--- src/rtl/imem_loader.sv ---
// imem_loader -- boot-time instruction-memory loader.
//
// Takes a byte stream over valid/ready and writes it into the instruction
// memory. The processor stays in reset until the whole image is written.
// Stream format: LEN_HI, LEN_LO (16-bit word count N), then 4*N payload
// bytes. Each word is sent most-significant byte first.
//
// Optional feature: define IMEM_LOADER_CKSUM_EN to enable checksumming.
// The loader then keeps a running XOR of every accepted byte and expects
// one trailing checksum byte after the payload. On a mismatch it goes to
// the error state. Words already written are left in memory.
//
// Ports:
//   clk        system clock, rising edge
//   reset_n    asynchronous active-low reset
//   start      one-cycle pulse; starts a load from IDLE, DONE or ERR
//   in_valid   byte available on in_data
//   in_data    byte payload
//   in_ready   loader accepts a byte this cycle (registered)
//   mem_we     instruction-memory write strobe, one cycle per word
//   mem_addr   word address; holds its value while mem_we is low
//   mem_wdata  word to write; holds its value while mem_we is low
//   cpu_reset  active-high processor reset
//   done       image loaded (level)
//   error      load aborted (level)
module imem_loader #(
    parameter int DEPTH = 64,
    parameter int AW    = 6
) (
    input  logic          clk,
    input  logic          reset_n,
    input  logic          start,
    input  logic          in_valid,
    input  logic [7:0]    in_data,
    output logic          in_ready,
    output logic          mem_we,
    output logic [AW-1:0] mem_addr,
    output logic [31:0]   mem_wdata,
    output logic          cpu_reset,
    output logic          done,
    output logic          error
);

`ifdef IMEM_LOADER_CKSUM_EN
    typedef enum logic [2:0] {IDLE, LEN_HI, LEN_LO, DATA, CKSUM, DONE, ERR} state_t;
    localparam state_t AFTER_DATA = CKSUM;
`else
    typedef enum logic [2:0] {IDLE, LEN_HI, LEN_LO, DATA, DONE, ERR} state_t;
    localparam state_t AFTER_DATA = DONE;
`endif

    state_t          state;
    state_t          state_nxt;
    logic            take;
    logic            word_done;
    logic            last_word;
    logic [15:0]     len_word;
    logic [7:0]      len_hi_p0;
    logic [15:0]     len_p0;
    logic [23:0]     asm_p0;
    logic [1:0]      byte_cnt;
    logic [AW-1:0]   word_idx;
`ifdef IMEM_LOADER_CKSUM_EN
    logic [7:0]      csum_p0;
`endif

    // States in which the loader consumes bytes.
    function automatic logic is_loading(input state_t s);
        return (s == LEN_HI) || (s == LEN_LO) || (s == DATA)
`ifdef IMEM_LOADER_CKSUM_EN
            || (s == CKSUM)
`endif
            ;
    endfunction

    assign take      = in_valid && in_ready;
    assign len_word  = {len_hi_p0, in_data};
    assign word_done = (state == DATA) && take && (byte_cnt == 2'd3);
    // DATA is only entered with N >= 1, so N-1 cannot underflow here.
    assign last_word = (16'(word_idx) == len_p0 - 16'd1);

    always_comb begin
        state_nxt = state;
        case (state)
            IDLE, DONE, ERR: if (start) state_nxt = LEN_HI;
            LEN_HI:          if (take) state_nxt = LEN_LO;
            LEN_LO: begin
                if (take) begin
                    if (len_word > 16'(DEPTH))  state_nxt = ERR;
                    else if (len_word == 16'd0) state_nxt = AFTER_DATA;
                    else                        state_nxt = DATA;
                end
            end
            DATA:            if (word_done && last_word) state_nxt = AFTER_DATA;
`ifdef IMEM_LOADER_CKSUM_EN
            CKSUM:           if (take) state_nxt = (in_data == csum_p0) ? DONE : ERR;
`endif
            default:         state_nxt = IDLE;
        endcase
    end

    // ---- stage p0: byte capture / word assembly (no reset; only read after the capturing byte) ----
    always_ff @(posedge clk) begin
        if (state == LEN_HI && take) len_hi_p0 <= in_data;
        if (state == LEN_LO && take) len_p0 <= len_word;
        if (state == DATA && take)   asm_p0 <= {asm_p0[15:0], in_data};
`ifdef IMEM_LOADER_CKSUM_EN
        // The checksum starts from zero on every load. The trailing byte is compared against it
        // but is not folded into it.
        if (start && !is_loading(state))  csum_p0 <= '0;
        else if (take && state != CKSUM)  csum_p0 <= csum_p0 ^ in_data;
`endif
    end

    // ---- stage p1: control state and registered outputs ----
    always_ff @(posedge clk or negedge reset_n) begin
        if (!reset_n) begin
            state     <= IDLE;
            in_ready  <= 1'b0;
            mem_we    <= 1'b0;
            mem_addr  <= '0;
            mem_wdata <= '0;
            cpu_reset <= 1'b1;
            done      <= 1'b0;
            error     <= 1'b0;
            byte_cnt  <= '0;
            word_idx  <= '0;
        end else begin
            state     <= state_nxt;
            in_ready  <= is_loading(state_nxt);
            done      <= (state_nxt == DONE);
            error     <= (state_nxt == ERR);
            // Release the CPU one cycle after done rises, so the final write has committed first.
            cpu_reset <= !((state == DONE) && (state_nxt == DONE));
            mem_we    <= word_done;
            if (state == LEN_LO && take) begin
                word_idx <= '0;
                byte_cnt <= '0;
            end
            if (state == DATA && take) byte_cnt <= byte_cnt + 2'd1;
            if (word_done) begin
                mem_addr  <= word_idx;
                mem_wdata <= {asm_p0, in_data};
                word_idx  <= word_idx + AW'(1);
            end
        end
    end

endmodule

--- config.mk ---
export PLATFORM = sky130hd
export DESIGN_NAME = imem_loader
export DESIGN_NICKNAME = d
export VERILOG_FILES = /design/src/rtl/imem_loader.sv
export SDC_FILE = /design/constraint.sdc
export NUM_CORES = 1
export LEC_CHECK = 0
export BUFFER_PORTS_ARGS = -buffer_cell sky130_fd_sc_hd__buf_2
export CORE_ASPECT_RATIO = 0.8
export CORE_MARGIN = 10
export CORE_UTILIZATION = 57
export DETAILED_ROUTE_END_ITERATION = 6
export PLACE_DENSITY = 0.85
export SLEW_MARGIN = 20
export SYNTH_ARGS = -nofsm -noshare
export SYNTH_HDL_FRONTEND = slang
export SYNTH_SLANG_ARGS = --single-unit
--- constraint.sdc ---
create_clock -name clk -period 2.8 [get_ports clk]
set_input_delay 0.28 -clock clk [delete_from_list [all_inputs] [get_ports clk]]
set_output_delay 0.28 -clock clk [all_outputs]
set_load 0.02 [all_outputs]
==> results of run 1 <==
synthesized netlist by cell type, types with 2 or more instances:
cell type | number | area, µm²
a211o_1 | 2 | 17.5
a21oi_1 | 6 | 30.0
and3_1 | 2 | 12.5
clkbuf_1 | 8 | 30.0
dfrtp_1 | 53 | 1330
edfxtp_1 | 48 | 1440
ha_1 | 3 | 37.5
inv_1 | 2 | 7.51
inv_2 | 2 | 7.51
mux2i_1 | 2 | 20.0
nand2_1 | 128 | 480
nand2b_1 | 6 | 37.5
nand3_1 | 5 | 25.0
nand4_1 | 2 | 12.5
nand4_2 | 2 | 25.0
nor2_1 | 16 | 60.1
nor3_1 | 2 | 10.0
nor3_2 | 2 | 20.0
nor3b_1 | 2 | 15.0
nor4_1 | 2 | 12.5
nor4b_1 | 2 | 17.5
o21ai_0 | 8 | 40.0
o21ai_1 | 3 | 15.0
o22ai_1 | 2 | 12.5
o31ai_1 | 2 | 15.0
o41ai_1 | 2 | 17.5
or3_1 | 4 | 25.0
xnor2_1 | 5 | 43.8
cell usage in the layout (no fill, tap or decap), types with 3 or more instances in the layout:
| cell | count |
|---|---|
| edfxtp_1 | 48 |
| o21ai_0 | 8 |
| or3_1 | 4 |
| o21ai_1 | 3 |
| nand3_1 | 5 |
| xnor2_1 | 5 |
| buf_2 | 54 |
| a21oi_1 | 6 |
| nor2_1 | 15 |
| nand2_1 | 128 |
| clkbuf_8 | 9 |
| nand2b_1 | 6 |
| buf_4 | 5 |
| dfrtp_1 | 53 |
worst max-delay path by stage:
stage / from / endpoint / slack (ns) / cells past startpoint
floorplan: len_p0[0] / in_ready / 0.50 / 9
global placement: len_p0[0] / in_ready / 0.28 / 8
detailed placement: len_p0[0] / in_ready / 0.19 / 8
CTS: len_p0[0] / in_ready / 0.17 / 8
global route: len_p0[0] / in_ready / 0.05 / 8
finish: len_p0[0] / in_ready / 0.23 / 8
flip-flops by register name (all words and copies together) (netlist names):
| name | cells |
|---|---|
| mem_addr | 6 |
| asm_p0 | 24 |
| len_p0 | 16 |
| in_ready | 1 |
| len_hi_p0 | 8 |
| byte_cnt | 2 |
| mem_we | 1 |
| mem_wdata | 32 |
| state | 3 |
| word_idx | 6 |
| error | 1 |
| done | 1 |
| cpu_reset | 1 |
repair_timing:
item / 4_1_cts / 5_1_grt
buffers inserted: 0 / 0
hold endpoints to repair: 28 / 0
hold buffers: 1 / 0
gates resized for setup: 0 / 1
endpoints found under the setup margin: 0 / 3
cells by family (layout without fill, tap and decap cells):
logic type	count (synthesis)	after routing	share of synthesized area, %
AO/OA/AOI/OAI	35	35	5.94
XOR/XNOR	6	6	1.30
adder cells (fa/ha/maj)	3	3	0.928
buffers and inverters	15	81	1.67
flip-flops	102	102	69.1
multiplexers	2	2	0.495
AND/OR/NAND/NOR	184	184	20.6
layer usage:
layer  vias up  part of all wire (%)  track usage, %
li1       1313                     -               -
met1      1329                    43            19.1
met2        98                    46            24.0
met3        17                   8.7            6.34
met4         0                   1.8            5.63
met5         -                     0               0
critical path, cell delays in order (launching register included):
cell and delay (ns):
edfxtp_1 0.48, inv_1 0.10, ha_2 0.27, o21ai_2 0.10
or3b_1 0.38, a211o_1 0.27, a2111oi_2 0.39, nand4_1 0.25
and3_1 0.23
per-stage QoR:
| step | total power [µW] | hold WS (ns) | instances | area, µm² |
|---|---|---|---|---|
| after floorplan | 2370 | -0.0156 | 347 | 4050 |
| after global placement | 2600 | 0.344 | 483 | 4420 |
| after detailed placement | 2630 | 0.353 | 483 | 4420 |
| after CTS | 3460 | 0.137 | 500 | 4600 |
| after global routing | 3630 | 0.131 | 500 | 4600 |
| final | 3440 | 0.150 | 500 | 4600 |
power by group through the flow:
| stage | Sequential, µW | Combinational [µW] | Clock (µW) |
|---|---|---|---|
| after floorplan | 2080 | 295 | 0 |
| after global placement | 1960 | 642 | 0 |
| after detailed placement | 1970 | 663 | 0 |
| after CTS | 1940 | 664 | 854 |
| after global routing | 1970 | 739 | 925 |
| final | 1940 | 655 | 840 |
area by class of cell:
type / count / area [µm²] / area share (%)
Multi-Input combinational cell: 230 / 1190 / 25.8
Inverter: 5 / 21.3 / 0.462
Tap cell: 87 / 109 / 2.36
Sequential cell: 102 / 2790 / 60.7
Clock inverter: 5 / 42.5 / 0.924
Clock buffer: 11 / 131 / 2.85
Timing Repair Buffer: 60 / 318 / 6.90
==> impl_results.md, run 1 <==
* Outcome: complete, no violations
* RSZ-0062 raised after global routing: no
* Largest net degree at the start of global routing at 44
* Drt pass-1 iters at 4
* YS warnings at 0
* Number of flops mapped to enable cells by yosys at 48
* Worst Hold End: cpu_reset
* GRT overflow at 0
* Cells after Synth at roughly 350
* Mean Syn Cell Area at 11.7 µm²
* Die area at 0.0109 mm²
* Initial core utilization at about three fifths
* Root Driver: clkbuf_8
* Die H at 95.4 µm
* Placer Congestion at 0.867
* Cell Rows at 27
* HPWL Detailed at 5.72 mm
* Global-route wire length before repair at 13.4 mm
* Worst reg2reg setup slack at 0.23 ns
* Final WS setup at 0.233 ns
* Synthesized cell area at 0.00405 mm²
* Hold_sp: start
* Number of antenna diodes at 0
* GRT Total Usage at 15.4%
* Slew HR at approximately 55%
* DIE WIDTH at 114 µm
* Hold Path Cell Cnt at 2
* Yosys cell types at 52
* Max VDD drop at 0.424 mV
* Clock sink count at between 100 and 150
* Worst Reg-to-Reg Cells at 8
* Synth Flop Type: dfrtp_1
* Inserted Clock Buffers at 9
* WL/cell at 16.2 µm
* FILL cells at roughly 530
* Core Util, Final at 66.8%
* Core region area at a little under 0.007 mm²
* Routed vias/inst at 5.51
* Critical path launch point type: flip-flop
* CTS tree: built
* Number of port buffers at 54
* Setup crit end kind: flip-flop
* Critical Setup Path Class: reg -> reg
* Seq cells post-synth at 102
* Upper clock frequency limit at 390 MHz
* Final Critical Period at 2.57 ns
* Pwr/cell area at 747 mW/mm²
* Fin. max-slew vios at 0
* Number of global-route vias before repair at 2791
* RR Endpoint: in_ready
* Worst endpoint required time at 3.06 ns
* Final wirelength at 8.08 mm
* Min-delay worst type: in -> reg
* Seq pwr share at 56.5%
* Combinational share of power at 19.1%
* RR Startpoint: len_p0[0]
* Clock Path Buffers at 2
* Worst Path Max Fanout at 9
* Fin. Hold Viols at 0
* Initial antenna violation count at 0
* Sw Ratio at 31.0%
* NetSw at approximately 1100 µW
* Leak at 0.00217 µW
* Via count at about 2800
* Setup violators final at 0
* I/O pin count at 55
* Proportion of layout cells with a drive suffix above 1 at 21.5%
* Ys async rst share at 52.9%
* Final nets at 423
* Internal power at 2370 µW
* Antenna-violating nets left at 0
* Worst-Margin Slew at 0.668 ns
* Skew-Pair Late Insertion Delay at 0.36 ns
* Post-Syn Nets at between 300 and 400
* Final routed DRC violation total at 0
* Htree depth at 3
* Clk_skew at 0.00774 ns
* Crit path arrival time at 2.83 ns
* Clock network power share at 24.4%
* Setup TNS at 0 ns
* Synth-to-layout area growth at 13.8%
* Post-synthesis sequential area ratio at approximately 69%
* CTS clk-pin slew, worst paths at 0.10 ns
* Pre-CTS setup slack at 0.189 ns
* 1st-iter DRT viols at 165
* Crit share post-route at between 90% and 100%
* Max-Cap Viols at 0
No activity file was read; power rests on OpenSTA's default activity.
==> inputs of run 2 (changes only) <==
- RECOVER_POWER: not set -> 100
==> impl_results.md, run 2 (same netlist as run 1, synthesis figures left out) <==
* Outcome: complete, but fails checks
* Failing checks: max-capacitance violations, max-slew violations
* Critical path launch point type: flip-flop
* Fin. Hold Viols at 0 (unchanged)
* Max stage delay on crit path at 0.48 ns (about the same)
* Setup violators final at 0 (unchanged)
* HPWL Detailed at 5.72 mm (unchanged)
* Initial core utilization at 58.7% (unchanged)
* Biggest register: mem_wdata
* FILL cells at 568 (+6.8%)
* Fin. max-slew vios at 31 (+31)
* Number of antenna diodes at 0 (unchanged)
* Cell family with most CP delay: simple AND/OR/NAND/NOR gates
* Register area at 0.00279 mm² (unchanged)
* Cell Rows at 27 (unchanged)
* Worst path slowest cell: edfxtp_1
* Drt pass-1 iters at 5 (+1)
* Largest register FFs at 32 (unchanged)
* Number of port buffers at 54 (unchanged)
* Clk_skew at 0.00746 ns (-0.000287 ns)
* Slew HR at -7.23% (-63 points)
* Worst endpoint required time at 3.06 ns (about the same)
* Largest net degree at the start of global routing at 44 (unchanged)
* Max VDD drop at 0.414 mV (-2.6%)
* RSZ-0062 raised after global routing: no
* Top flop regs: mem_wdata x32, asm_p0 x24, len_p0 x16
* WL/cell at 16.2 µm (about the same)
* Skew-Pair Late Insertion Delay at 0.36 ns (about the same)
* GRT Total Usage at 15.4% (unchanged)
* Most frequent cells in the layout: nand2_1, clkbuf_1, dfrtp_1
* Antenna-violating nets left at 0 (unchanged)
* Global-route wire length before repair at 13.4 mm (unchanged)
* DIE WIDTH at 114 µm (unchanged)
* CP bufs+invs at 1 (unchanged)
* Final Critical Period at 2.57 ns (+0.000536 ns)
* Clock sink count at 102 (unchanged)
* Final nets at 423 (unchanged)
* Pwr/cell area at 751 mW/mm² (+0.56%)
* Critical Setup Path Class: reg -> reg
* Initial antenna violation count at 0 (unchanged)
* Core region area at 0.00689 mm² (unchanged)
* Proportion of layout cells with a drive suffix above 1 at 7.99% (-14 points)
* Htree depth at 3 (unchanged)
* GRT overflow at 0 (unchanged)
* Area of placed instances at 0.00442 mm² (unchanged)
* Critical path cell sequence: inv_1 > ha_2 > o21ai_2 > or3b_1 > a211o_1 > a2111oi_2 > nand4_1 > and3_1
* Via count at 2773 (+0.58%)
* Placer Congestion at 0.867 (unchanged)
* Worst-Margin Slew at 1.61 ns (+0.940 ns)
* Worst Path Max Fanout at 9 (unchanged)
* Final wirelength at 8.08 mm (about the same)
* Number of global-route vias before repair at 2791 (unchanged)
* CTS tree: built
* Finished Cell Area at 0.00451 mm² (-2.0%)
* CTS clk-pin slew, worst paths at 0.09 ns (about the same)
* Upper clock frequency limit at 389 MHz (about the same)
* Synth-to-layout area growth at 11.6%
* Commonest non-fill, non-tap cell in the layout: nand2_1
* 1st-iter DRT viols at 168 (+1.8%)
* Routed vias/inst at 5.55 (+0.58%)
* Post-CTS Setup Inserts at 0 (unchanged)
* Root Driver: clkbuf_8
* Max-Cap Viols at 1 (+1)
* Die H at 95.4 µm (unchanged)
* Min-delay worst type: in -> reg
* Setup crit end kind: flip-flop
* Inserted Clock Buffers at 9 (unchanged)
* Area occupied by multi-input gates at 0.00118 mm² (-1.1%)
* Die area at 0.0109 mm² (unchanged)
* I/O pin count at 55 (unchanged)
* Crit path arrival time at 2.83 ns (about the same)
* Setup TNS at 0 ns (unchanged)
* Crit share post-route at 91.7% (about the same)
* Final routed DRC violation total at 0 (unchanged)
* Clock Path Buffers at 2 (unchanged)
* Leak at 0.00194 µW (-11%)
-- run 2: changes by cell type in the layout (fill, tap and decap cells not counted) --
cell,previous run,this run
clkbuf_2,0,2
nand3b_1,1,2
inv_1,2,3
buf_2,54,2
o21ai_0,8,9
inv_2,2,1
buf_4,5,1
nand3b_4,1,0
o21ai_1,3,2
clkbuf_1,2,56
-- run 2: layout make-up --
class	instances	area share, %
clock buffer	11	2.91
inverter	5	0.471
multi-input combinational	230	26.1
tap	87	2.41
sequential	102	61.9
timing repair buffer	60	5.32
clock inverter	5	0.942
-- run 2: per-stage QoR --
step / power (µW) / util (%) / setup slack [ns] / instances / hold slack, ns
after floorplan: 2370 / - / 0.502 / 347 / -0.0156
after global placement: 2600 / 64.1 / 0.283 / 483 / 0.344
after global routing: 3590 / 65.5 / 0.0505 / 500 / 0.131
after CTS: 3460 / 66.8 / 0.172 / 500 / 0.137
final: 3390 / 65.5 / 0.232 / 500 / 0.150
after detailed placement: 2630 / 64.1 / 0.189 / 483 / 0.353
-- run 2: path summary, 6_finish.rpt --
path | start | end | slack (ns) | depth (start not counted)
setup / recovery | len_p0[0] | in_ready | 0.23 | 8
hold / removal | start | cpu_reset | 0.15 | 2
setup reg to reg | len_p0[0] | in_ready | 0.23 | 8
hold reg to reg | asm_p0[18] | mem_wdata[26] | 0.45 | 2
max in group asynchronous | reset_n | mem_wdata[10] | 0.57 | 3
min in group asynchronous | reset_n | word_idx[2] | 0.85 | 2
-- run 2: per-layer routing --
metal  global-route usage, %  vias up  wire length (µm)
met5                       0        -                 0
met4                    5.63        0               131
met3                    6.34       15               713
met2                    24.0      108              3740
met1                    19.1     1337              3500
li1                        -     1313                 -
-- run 2: worst register-to-register path, cell delays in order, from the launching register on --
cell and delay, ns:
edfxtp_1 0.48, inv_1 0.10, ha_2 0.27, o21ai_2 0.10
or3b_1 0.38, a211o_1 0.27, a2111oi_2 0.39, nand4_1 0.25
and3_1 0.23
-- run 2: timing repair --
item | CTS | global route
gates resized for setup | 0 | 1
setup endpoints to repair | 0 | 3
hold endpoints to repair | 28 | 0
hold buffers | 1 | 0
-- run 2: where the power goes --
part | total (µW) | internal (µW) | switching [µW]
Combinational | 610 | 191 | 420
Clock | 837 | 337 | 500
Sequential | 1940 | 1800 | 138
==> inputs of run 3 (changes only) <==
==> constraint.sdc (replaced) <==
create_clock -name clk -period 2.8 [get_ports clk]
set_input_delay 0.56 -clock clk [delete_from_list [all_inputs] [get_ports clk]]
set_output_delay 0.56 -clock clk [all_outputs]
set_load 0.02 [all_outputs]
==> impl_results.md, run 3 (same netlist as run 1, synthesis figures left out) <==
* Finished Cell Area at 0.00451 mm² (about the same)
* Hold Worst Slack at 0.443 ns (+0.293 ns)
* HPWL Detailed at 5.69 mm (-0.46%)
* GRT Total Usage at 15.8% (+0.35 points)
* Largest net degree at the start of global routing at 55 (+25%)
* Largest register FFs at 32 (unchanged)
* Biggest register: mem_wdata
* Clock sink count at 102 (unchanged)
* CTS tree: built
* Core region area at 0.00689 mm² (unchanged)
* Post-CTS Setup Inserts at 0 (unchanged)
* Most Used Layer, Global Route: met2
* Number of antenna diodes at 0 (unchanged)
* Drt pass-1 iters at 4 (-1)
* Die area at 0.0109 mm² (unchanged)
* Met1 Usage GRT at 20.5% (+1.3 points)
* Crit share post-route at 94.3% (+2.6 points)
* Critical path cell sequence: inv_1 > ha_1 > o21ai_2 > or3b_1 > a211o_1 > a2111oi_2 > nand4_1 > and3_1
* Root Driver: clkbuf_8
* Worst endpoint required time at 3.04 ns (-0.02 ns)
* GRT overflow at 0 (unchanged)
* FILL cells at 573 (+0.88%)
* Proportion of layout cells with a drive suffix above 1 at 8.01% (+0.019 points)
* Min-delay worst type: reg -> reg
* Critical path launch point type: flip-flop
* Number of global-route vias before repair at 2799 (+0.29%)
* WL/cell at 16.6 µm (+2.6%)
* Most frequent cells in the layout: nand2_1, clkbuf_1, dfrtp_1
* Met3 usage at 4.90% (-1.4 points)
* Cell family with most CP delay: simple AND/OR/NAND/NOR gates
* NetSw at 1030 µW (-2.4%)
* Inserted Clock Buffers at 9 (unchanged)
* Worst Path Max Fanout at 9 (unchanged)
* Die H at 95.4 µm (unchanged)
* Number of port buffers at 54 (unchanged)
* Combinational share of power at 17.7% (-0.3 points)
* Fin. max-slew vios at 0 (-100%)
* Worst-Margin Slew at 1.33 ns (-0.280 ns)
* Pre-CTS setup slack at 0.185 ns (-0.00307 ns)
* Skew-Pair Late Insertion Delay at 0.35 ns (about the same)
* Clock network power share at 25.2% (+0.5 points)
* DIE WIDTH at 114 µm (unchanged)
* Max-Cap Viols at 0 (-1)
* CTS clk-pin slew, worst paths at 0.09 ns (about the same)
* Max VDD drop at 0.460 mV (+11%)
* Upper clock frequency limit at 379 MHz (-2.7%)
* Post_cts resized at 0 (unchanged)
* Final wirelength at 8.28 mm (+2.4%)
* Routed vias/inst at 5.49 (-0.99%)
* Crit path arrival time at 2.88 ns (+0.05 ns)
* Critical Setup Path Class: reg -> reg
* Worst path slowest cell: edfxtp_1
* Setup crit end kind: flip-flop
* Synth-to-layout area growth at 11.6% (about the same)
* Setup TNS at 0 ns (unchanged)
* Via count at 2740 (-1.2%)
* Clock Path Buffers at 2 (unchanged)
* Final routed DRC violation total at 0 (unchanged)
* Final nets at 422 (-0.24%)
* Core Util, Final at 65.5% (about the same)
* Commonest non-fill, non-tap cell in the layout: nand2_1
* 1st-iter DRT viols at 127 (-24%)
* Outcome: complete, no violations
* Max stage delay on crit path at 0.48 ns (about the same)
* Htree depth at 3 (unchanged)
* Placer Congestion at 0.904 (+4.3%)
* Final Critical Period at 2.64 ns (+0.0716 ns)
* Antenna-violating nets left at 0 (unchanged)
* Initial antenna violation count at 0 (unchanged)
* Clk_skew at 0.0103 ns (+0.00283 ns)
* Sw Ratio at 30.2% (-1.0 points)
* I/O pin count at 55 (unchanged)
* Setup violators final at 0 (unchanged)
* Cell Rows at 27 (unchanged)
* Fin. Hold Viols at 0 (unchanged)
* RSZ-0062 raised after global routing: no
* Slew HR at 11.4% (+19 points)
* Area of placed instances at 0.00442 mm² (unchanged)
* Global-route wire length before repair at 13.7 mm (+2.3%)
* Leak at 0.00194 µW (+0.11%)
* Final WS setup at 0.161 ns (-0.0716 ns)
* Seq pwr share at 57.1% (-0.2 points)
* Internal power at 2390 µW (+2.4%)
* CP bufs+invs at 1 (unchanged)
* Top flop regs: mem_wdata x32, asm_p0 x24, len_p0 x16
* Initial core utilization at 58.7% (unchanged)
* M2 GR Usage at 24.9% (+0.90 points)
* Worst reg2reg setup slack at 0.16 ns (-0.07 ns)
* Pwr/cell area at 758 mW/mm² (+0.91%)
* Post-CTS Hold Fix Bufs at 0 (-1)
[run 3: cell types whose count changed in the layout (fill, tap and decap cells not counted), sizes merged]
cell	before	now
dlygate4sd3	1	0
clkbuf	67	68
clkinv	2	3
clkinvlp	0	1
inv	8	4
buf	3	4
[run 3: area by class of cell]
type / count / area (µm²) / share of cell area, %
repair buffers: 59 / 231 / 5.13
clock inverters: 3 / 18.8 / 0.416
well taps: 87 / 109 / 2.41
clock buffers: 13 / 169 / 3.74
multi-input cells: 230 / 1170 / 25.9
flip-flops and latches: 102 / 2790 / 61.9
inverters: 5 / 20.0 / 0.444
[run 3: power groups by stage]
stage	combinational, µW	sequential (µW)	clock, µW
2_1_floorplan	295	2080	0
3_3_place_gp	640	1970	0
3_5_place_dp	665	1980	0
4_1_cts	662	1950	878
5_1_grt	690	1980	930
6_report	605	1950	861
[run 3: tightest hold or removal path, delay by kind of cell, from the launching register on]
| family | cells | cell delay, ns |
|---|---|---|
| flops | 1 | 0.33 |
| simple gates | 2 | 0.09 |
[run 3: per-layer routing]
| layer | vias up | routed length (µm) |
|---|---|---|
| li1 | 1308 | - |
| met5 | - | 0 |
| met1 | 1317 | 3530 |
| met2 | 103 | 3930 |
| met4 | 0 | 101 |
| met3 | 12 | 710 |
[run 3: worst paths after layout]
check	to	from	depth (start not counted)
max reg2reg	in_ready	len_p0[0]	8
max in group asynchronous	state[2]	reset_n	2
min reg2reg	mem_wdata[25]	asm_p0[17]	2
min	mem_wdata[25]	asm_p0[17]	2
max	in_ready	len_p0[0]	8
min in group asynchronous	mem_addr[4]	reset_n	2
[run 3: through the flow]
stage / cells / total power (µW)
finish: 499 / 3420
global route: 499 / 3600
CTS: 499 / 3490
detailed placement: 483 / 2640
global placement: 483 / 2610
floorplan: 347 / 2370
